$ cat config.mk
export PLATFORM = sky130hd
export DESIGN_NAME = input_route_ctrl
export DESIGN_NICKNAME = d
export VERILOG_FILES = /design/src/rtl/input_route_ctrl.sv
export SDC_FILE = /design/constraint.sdc
export NUM_CORES = 1
export LEC_CHECK = 0
export BUFFER_PORTS_ARGS = -buffer_cell sky130_fd_sc_hd__buf_2
export CAP_MARGIN = 20
export CORE_MARGIN = 2
export CORE_UTILIZATION = 45
export DETAILED_ROUTE_END_ITERATION = 8
export PLACE_DENSITY = 0.77
export RECOVER_POWER = 100
export SYNTH_ARGS = -nofsm -noshare
export SYNTH_HDL_FRONTEND = slang
export SYNTH_SLANG_ARGS = --single-unit
$ cat constraint.sdc
create_clock -name clk -period 3.3 [get_ports clk]
set_clock_uncertainty 0.2 [all_clocks]
set_input_delay 0.165 -clock clk [delete_from_list [all_inputs] [get_ports clk]]
set_output_delay 0.165 -clock clk [all_outputs]
set_load 0.02 [all_outputs]
$ cat src/rtl/input_route_ctrl.sv
// rtl/input_route_ctrl.sv - XY route decode and per-VC wormhole lock stage
module input_route_ctrl #(
    parameter int FLIT_WIDTH  = 34,
    parameter int N_VIRT_CHN  = 2,
    parameter int X_W         = 2,
    parameter int Y_W         = 2,
    parameter int ROUTER_X_ID = 0,
    parameter int ROUTER_Y_ID = 0,
    localparam int VC_W = $clog2(N_VIRT_CHN > 1 ? N_VIRT_CHN : 2)
) (
    input  logic                  clk,
    input  logic                  arst,
    input  logic [FLIT_WIDTH-1:0] fdata_i,
    input  logic [VC_W-1:0]       vc_id_i,
    input  logic                  valid_i,
    output logic                  ready_o,
    output logic [FLIT_WIDTH-1:0] fdata_o,
    output logic [VC_W-1:0]       vc_id_o,
    output logic [4:0]            valid_o,
    input  logic [4:0]            ready_i,
    output logic                  err_o
);

    localparam logic [1:0] FT_HEAD      = 2'b00;
    localparam logic [1:0] FT_BODY      = 2'b01;
    localparam logic [1:0] FT_TAIL      = 2'b10;
    localparam logic [1:0] FT_HEAD_TAIL = 2'b11;

    localparam logic [2:0] DIR_L = 3'd0;
    localparam logic [2:0] DIR_N = 3'd1;
    localparam logic [2:0] DIR_S = 3'd2;
    localparam logic [2:0] DIR_W = 3'd3;
    localparam logic [2:0] DIR_E = 3'd4;

    localparam logic [X_W-1:0] MY_X = ROUTER_X_ID[X_W-1:0];
    localparam logic [Y_W-1:0] MY_Y = ROUTER_Y_ID[Y_W-1:0];

    logic                  out_valid;
    logic [2:0]            dir_q;
    logic [N_VIRT_CHN-1:0] lock_vld;
    logic [2:0]            lock_dir [N_VIRT_CHN];

    logic [1:0]     ftype;
    logic [X_W-1:0] x_dest;
    logic [Y_W-1:0] y_dest;
    logic [2:0]     route;
    logic           accept;
    logic           handshake;
    logic           load;
    logic [2:0]     load_dir;
    logic           proto_err;

    assign ftype  = fdata_i[FLIT_WIDTH-1:FLIT_WIDTH-2];
    assign x_dest = fdata_i[FLIT_WIDTH-3 -: X_W];
    assign y_dest = fdata_i[FLIT_WIDTH-3-X_W -: Y_W];

    // Slot is free when empty or when its occupant leaves this cycle
    assign handshake = out_valid & ready_i[dir_q];
    assign ready_o   = ~out_valid | ready_i[dir_q];
    assign accept    = valid_i & ready_o;
    assign valid_o   = out_valid ? (5'b00001 << dir_q) : 5'b00000;

    // Dimension-ordered route: resolve X first, then Y, else deliver locally
    always_comb begin
        route = DIR_L;
        if (x_dest > MY_X) begin
            route = DIR_E;
        end else if (x_dest < MY_X) begin
            route = DIR_W;
        end else if (y_dest > MY_Y) begin
            route = DIR_S;
        end else if (y_dest < MY_Y) begin
            route = DIR_N;
        end
    end

    // Decide whether the incoming flit is forwarded, where, and whether it breaks protocol
    always_comb begin
        load      = 1'b0;
        load_dir  = route;
        proto_err = 1'b0;
        case (ftype)
            FT_HEAD, FT_HEAD_TAIL: begin
                load      = 1'b1;
                proto_err = lock_vld[vc_id_i];
            end
            default: begin
                if (lock_vld[vc_id_i]) begin
                    load     = 1'b1;
                    load_dir = lock_dir[vc_id_i];
                end else begin
                    proto_err = 1'b1;
                end
            end
        endcase
    end

    // Output slot, error pulse and per-VC wormhole locks
    always_ff @(posedge clk) begin
        if (arst) begin
            out_valid <= 1'b0;
            dir_q     <= DIR_L;
            fdata_o   <= '0;
            vc_id_o   <= '0;
            err_o     <= 1'b0;
            lock_vld  <= '0;
            for (int i = 0; i < N_VIRT_CHN; i++) begin
                lock_dir[i] <= DIR_L;
            end
        end else begin
            err_o <= accept & proto_err;
            if (accept && load) begin
                out_valid <= 1'b1;
                dir_q     <= load_dir;
                fdata_o   <= fdata_i;
                vc_id_o   <= vc_id_i;
            end else if (handshake || accept) begin
                out_valid <= 1'b0;
            end
            if (accept) begin
                if (ftype == FT_HEAD) begin
                    lock_vld[vc_id_i] <= 1'b1;
                    lock_dir[vc_id_i] <= route;
                end else if (ftype == FT_TAIL && lock_vld[vc_id_i]) begin
                    lock_vld[vc_id_i] <= 1'b0;
                end
            end
        end
    end

endmodule

==> results.toml, run 1 <==
[run_status]
status = "finished, final reports clean"

[yosys]
seq_area_frac_synth = 0.410
synth_top_area_frac = 0.358
synth_fa_ha_area_frac = 0.0164
synth_top_cell_by_area = "dfxtp_1"
synth_area_leaders = "dfxtp_1 (36%), nand3_2 (13%), a21oi_2 (11%), o21ai_0 (6.8%), edfxtp_1 (5.2%)"
yosys.area_share.simple = 0.193
synth_compound_area_frac = 0.259
synth_xor_area_frac = 0
synth_warnings = 0
syn_area_per_cell_um2 = 10.2
synthMuxAreaShare = 0.0218
syn_inst = 224
synth_top_family_by_area = "compound AO/OA/AOI/OAI gates"
ys_ff_latch = 45
synth_area_mm2 = 0.00229
synth_cell_type_count = 36

[hold_path]
hold_class = "input pin to flip-flop"
whs_path_depth = 5
holdPathEnd = "out_valid"
min_from = "ready_i[2]"

[job]
maxCapViolations = 0

[sta]
hold_viol = 0
max_freq_mhz = 376
tightest_slew_ns = 1.07
slew_headroom = 0.289
fin_tns_setup_ns = 0
setup_viol = 0
period_needed_ns = 2.66
finalCritPeriodShare = 0.806
slew_violations = 0
rsz0062_at_grt = "false"

[place]
hpwl_um = 3320
io_buffers = 80
dp.cells = 353
gp_congestion = 0.793

[worst_setup_path]
cpMaxStageDelayCell = "o221ai_1"
cp.required_ns = 3.33
criticalPathCategory = "flip-flop to flip-flop"
crit_path_end_kind = "flip-flop"
r2r-end = "fdata_o[1]"
crit_chain = "mux2_1 -> o221ai_1 -> buf_4 -> o21ai_0 -> a21oi_2"
reg2reg_depth = 5
r2r_start = "dir_q[2]"
cp.arrival_ns = 2.69
max_stage_delay_ns = 0.83
startpoint_type = "flip-flop"
critPathBufInv = 1
reg2reg_slack_ns = 0.64
crit_family = "compound AO/OA/AOI/OAI gates"
crit_fanout = 29

[drt]
vias = 2063
drt_iter0_drc = 66
dr.pass1.iters = 5
ant_nets = 0
drt-total-wl_um = 5540
vias_per_cell = 5.21
wl_per_cell_um = 14.0
drcViolationCount = 0

[finish]
layout.cells.non_filler = 396
final_common_cell = "buf_2"
layout_common_cells = "buf_2 (42), dfxtp_1 (41), clkbuf_1 (41)"
fin_nets = 374
drive_above_1_share = 0.340
area_growth_pct = 28.4
insertedDiodeCount = 0

[global_route]
grt_pass1_wl_um = 8890
grt_overflow_total = 0
track_usage = 0.201
grt_max_degree = 39
first_global_vias = 2084
antenna_found_initial = 0

[power]
p_leak_nw = 1.04
p_per_area_mw_per_mm2 = 413
peakVddDrop_v = 0.000205

[clock_tree]
clk_path_buf_depth = 2
cts_sinks = 45
postCtsSetupBuffers = 0
clkSlewWorstSetupHoldPaths_ns = 0.08
insertion_delay_ns = 0.29
cts_resized = 0
root_buffer = "clkbuf_8"
cts_tree = "yes"
cts_buffers = 5
h-tree-depth = 2

[floorplanning]
chipWidth_um = 75.4
rows = 25
initial_core_util = 0.476
die_area_mm2 = 0.00568
num_io_pins = 85
fp.dieH_um = 75.4
core_area_mm2 = 0.00482
## area by class of cell
type,instances,area [um2]
multi-input combinational,152,1090
timing repair buffer,119,733
sequential,45,941
fill,465,1870
inverter,5,18.8
clock buffer,8,80.1
tap,67,83.8
## cells in the mapped netlist
cell type and count:
nand2_1 3, nand2_2 1, nand3_1 7, o221a_4 1
nand2b_1 4, mux2_4 1, conb_1 1, inv_2 1
buf_4 6, a21oi_1 10, buf_2 1, nor2b_1 1
mux2_2 1, buf_6 4, o2111ai_1 1, o21ai_1 10
clkbuf_1 8, mux2i_1 1, o221ai_4 1, and2b_4 1
nand3_2 29, nand2b_2 1, buf_12 4, and3_1 1
o21ai_0 31, a2111o_1 1, nor3_1 5, inv_1 4
mux2i_2 1, a21oi_2 30, edfxtp_1 4, dfxtp_1 41
nand3b_1 1, a2111oi_0 1, ha_1 3, nor2_1 3
## logic make-up (layout without fill, tap and decap cells)
kind of cell / after synthesis / after routing
AOI/OAI and AO/OA: 86 / 86
and+or+nand+nor: 57 / 57
buffers and inverters: 28 / 132
DFF: 45 / 45
adders and majority gates: 3 / 3
other: 1 / 2
muxes: 4 / 4
## tightest hold or removal path, delay by kind of cell
kind                   cells  cell delay, ns
AND/OR/NAND/NOR            2            0.28
AO/OA/AOI/OAI              1            0.06
multiplexers               1            0.06
buffers and inverters      1            0.07
## layer usage
| metal | up-vias | routed length [um] | global-route usage |
|---|---|---|---|
| met2 | 48 | 2790 | 0.350 |
| li1 | 1004 | - | - |
| met5 | - | 0 | 0 |
| met3 | 7 | 257 | 0.0542 |
| met1 | 1004 | 2430 | 0.234 |
| met4 | 0 | 70 | 0.0780 |
## state kept, by name (all words and copies together) (netlist names), named ones only
signal     flops
out_valid      1
err_o          1
fdata_o       34
dir_q          2
lock_dir       4
vc_id_o        1
## repair_timing
action,in CTS,in global routing
endpoints found under the hold margin,35,0
hold buffers,35,0
setup endpoints to repair,0,0
## power by group
part / total [mW] / internal (mW) / switching [mW]
clock network: 0.326 / 0.151 / 0.175
logic: 0.292 / 0.108 / 0.184
registers: 0.600 / 0.584 / 0.0161
total: 1.22 / 0.843 / 0.375
## worst max-delay path by stage
stage                            from     endpoint  slack [ns]  depth (start not counted)
after CTS                 fdata_i[32]     dir_q[2]        0.83                          8
after global routing         dir_q[2]  fdata_o[14]        0.44                          5
final                        dir_q[2]   fdata_o[1]        0.64                          5
after global placement    fdata_i[32]     dir_q[2]        1.09                          7
after detailed placement  fdata_i[32]     dir_q[2]        1.07                          7
after floorplan               vc_id_i   fdata_o[9]        1.53                          8
## per-stage QoR
step | hold slack [ns] | total power, mW | worst slack [ns] | cell area [um2] | util
5_1_grt | 0.215 | 1.28 | 0.442 | 2940 | 0.611
2_1_floorplan | 0.0955 | 0.828 | 1.53 | 2300 | -
6_report | 0.185 | 1.22 | 0.639 | 2940 | 0.611
3_5_place_dp | 0.215 | 0.888 | 1.07 | 2610 | 0.541
4_1_cts | 0.187 | 1.25 | 0.832 | 3040 | 0.630
3_3_place_gp | 0.208 | 0.884 | 1.09 | 2610 | 0.541
No activity file was read; power rests on OpenSTA's default activity.
==> run 2: changes to the inputs <==
--- a/config.mk
+++ b/config.mk
@@ -5,12 +5,13 @@
 export SDC_FILE = /design/constraint.sdc
 export NUM_CORES = 1
 export LEC_CHECK = 0
+export ABC_AREA = 1
 export BUFFER_PORTS_ARGS = -buffer_cell sky130_fd_sc_hd__buf_2
 export CAP_MARGIN = 20
 export CORE_MARGIN = 2
 export CORE_UTILIZATION = 45
 export DETAILED_ROUTE_END_ITERATION = 8
-export PLACE_DENSITY = 0.77
+export PLACE_DENSITY = 0.78
 export RECOVER_POWER = 100
 export SYNTH_ARGS = -nofsm -noshare
 export SYNTH_HDL_FRONTEND = slang
==> constraint.sdc (replaced) <==
create_clock -name clk -period 2.6 [get_ports clk]
set_clock_uncertainty 0.2 [all_clocks]
set_input_delay 0.13 -clock clk [delete_from_list [all_inputs] [get_ports clk]]
set_output_delay 0.13 -clock clk [all_outputs]
set_load 0.02 [all_outputs]
==> results.toml, run 2 <==
[hold_path]
whs_path_depth = 6
min_from = "ready_i[0]"
holdPathEnd = "out_valid"
hold_class = "input pin to flip-flop"

[clock_tree]
clk_path_buf_depth = 2
cts_tree = "yes"
clkSlewWorstSetupHoldPaths_ns = 0.08
cts_resized = 0
ctsHoldBuffers = 37
postCtsSetupBuffers = 0
cts_buffers = 5
cts_sinks = 45
root_buffer = "clkbuf_8"
h-tree-depth = 2
insertion_delay_ns = 0.29

[finish]
insertedDiodeCount = 0
drive_above_1_share = 0.124
fin_nets = 474
area_growth_pct = 38.2
largest_reg_flops = 34
reg.largest.list = "fdata_o: 34 flops, lock_dir: 4 flops, dir_q: 2 flops"
finalInstanceArea_mm2 = 0.00286
top_register = "fdata_o"
final_common_cell = "nand2_1"
layout.cells.non_filler = 481
fill_cells = 405
layout_common_cells = "nand2_1 (96), nor2_1 (85), inv_1 (50)"
fin_util = 0.652

[drt]
drt_iter0_drc = 99
vias = 2119
drt-total-wl_um = 4960
drcViolationCount = 0
wl_met2_um = 2550
wl_per_cell_um = 10.3
vias_per_cell = 4.41
wl_met1_um = 2120
ant_nets = 0
dr.pass1.iters = 4
route.met3.wl_um = 270
dr.max_layer_used = "met4"

[floorplanning]
initial_core_util = 0.472
chipWidth_um = 71.8
num_io_pins = 85
rows = 24
fp.dieH_um = 71.8
die_area_mm2 = 0.00515
core_area_mm2 = 0.00438

[place]
gp_congestion = 0.864
io_buffers = 80
hpwl_um = 3100
dpl_cell_area_mm2 = 0.00245
place_ws_ns = 0.804
dp.cells = 436

[yosys]
synth_top_area_frac = 0.397
synth_cell_type_count = 21
synth_top_cell_by_area = "dfxtp_1"
ys_ff_latch = 45
synth_common_cells = "nand2_1 (96), nor2_1 (85), inv_1 (49)"
syn_area_per_cell_um2 = 6.57
async_flop_share = 0
synth_area_mm2 = 0.00207
synth_area_leaders = "dfxtp_1 (40%), nand2_1 (17%), nor2_1 (15%), inv_1 (8.9%), edfxtp_1 (5.8%)"
ys_dominant_reg_cell = "dfxtp_1"
seq_area_frac_synth = 0.455
synth_warnings = 0
synth-edff-count = 4
syn_inst = 315
yosysMostFrequentCell = "nand2_1"

[sta]
finalCritPeriodShare = 0.857
max_freq_mhz = 449
holdWs_ns = 0.0790
fin_tns_setup_ns = 0
hold_viol = 0
rsz0062_at_grt = "false"
period_needed_ns = 2.23
setup_viol = 0
setup_ws_ns = 0.371
slew_violations = 0

[worst_setup_path]
crit_chain = "dlygate4sd3_1 -> clkbuf_1 -> inv_1 -> nand2_1 -> nand2_1 -> inv_1 -> ha_1 -> inv_1 -> nand3_2 -> buf_4 -> nand2_1 -> nand2_1 -> nor2_1"
crit_fanout = 39
cp.required_ns = 2.59
r2r-end = "lock_dir[1][1]"
crit_family = "buffers and inverters"
cp_common_cell = "nand2_1"
reg2reg_depth = 7
startpoint_type = "input pin"
criticalPathCategory = "input pin to flip-flop"
critPathBufInv = 6
crit_path_end_kind = "flip-flop"
reg2reg_slack_ns = 0.73
r2r_start = "dir_q[1]"
cp.arrival_ns = 2.22
cpMaxStageDelayCell = "dlygate4sd3_1"
max_stage_delay_ns = 0.52

[global_route]
track_usage = 0.197
grt_pass1_wl_um = 8140
grt_overflow_total = 0
first_global_vias = 2031
antenna_found_initial = 0
grt_max_degree = 40

[job]
maxCapViolations = 0

[power]
p_per_area_mw_per_mm2 = 574
p_leak_nw = 1.52
peakVddDrop_v = 0.000344
p_total_mw = 1.64

[run_status]
status = "finished, final reports clean"
## run 2: worst max path at each step
| stage | from | endpoint | slack (ns) | depth (start not counted) |
|---|---|---|---|---|
| 2_1_floorplan | vc_id_i | fdata_o[10] | 0.99 | 12 |
| 4_1_cts | vc_id_i | fdata_o[29] | 0.56 | 13 |
| 6_report | vc_id_i | fdata_o[8] | 0.37 | 13 |
| 5_1_grt | vc_id_i | fdata_o[4] | 0.21 | 13 |
| 3_3_place_gp | dir_q[1] | lock_dir[1][2] | 0.85 | 7 |
| 3_5_place_dp | vc_id_i | fdata_o[29] | 0.80 | 12 |
## run 2: tightest hold or removal path: cells and delay by family
kind / cells / cell delay (ns)
AO/OA/AOI/OAI: 1 / 0.06
buffers and inverters: 1 / 0.09
AND/OR/NAND/NOR: 4 / 0.24
## run 2: metal layers
| layer | track usage | up-vias |
|---|---|---|
| li1 | - | 1132 |
| met1 | 0.212 | 928 |
| met2 | 0.384 | 57 |
| met3 | 0.0464 | 2 |
| met4 | 0.0419 | 0 |
| met5 | 0 | - |
## run 2: area by class of cell
type	instances	area (um2)	share of cell area
clock buffers	5	68.8	0.0241
well taps	52	65.1	0.0228
repair buffers	120	743	0.260
multi-input cells	205	832	0.291
inverters	51	191	0.0670
clock inverters	3	17.5	0.00613
flip-flops and latches	45	941	0.329
## run 2: where the power goes
| group | total [mW] | switching, mW | internal [mW] |
|---|---|---|---|
| sequential | 0.800 | 0.0342 | 0.765 |
| clock | 0.422 | 0.236 | 0.186 |
| combinational | 0.419 | 0.265 | 0.153 |
| total | 1.64 | 0.536 | 1.10 |
## run 2: cells by family (layout without fill, tap and decap cells)
| family | Yosys count | count (layout) | synth area share |
|---|---|---|---|
| AND/OR/NAND/NOR | 196 | 196 | 0.370 |
| buffers and inverters | 66 | 179 | 0.145 |
| flip-flops | 45 | 45 | 0.455 |
| AO/OA/AOI/OAI | 4 | 4 | 0.0109 |
| adder cells (fa/ha/maj) | 3 | 3 | 0.0182 |
| other | 1 | 2 | 0.00181 |
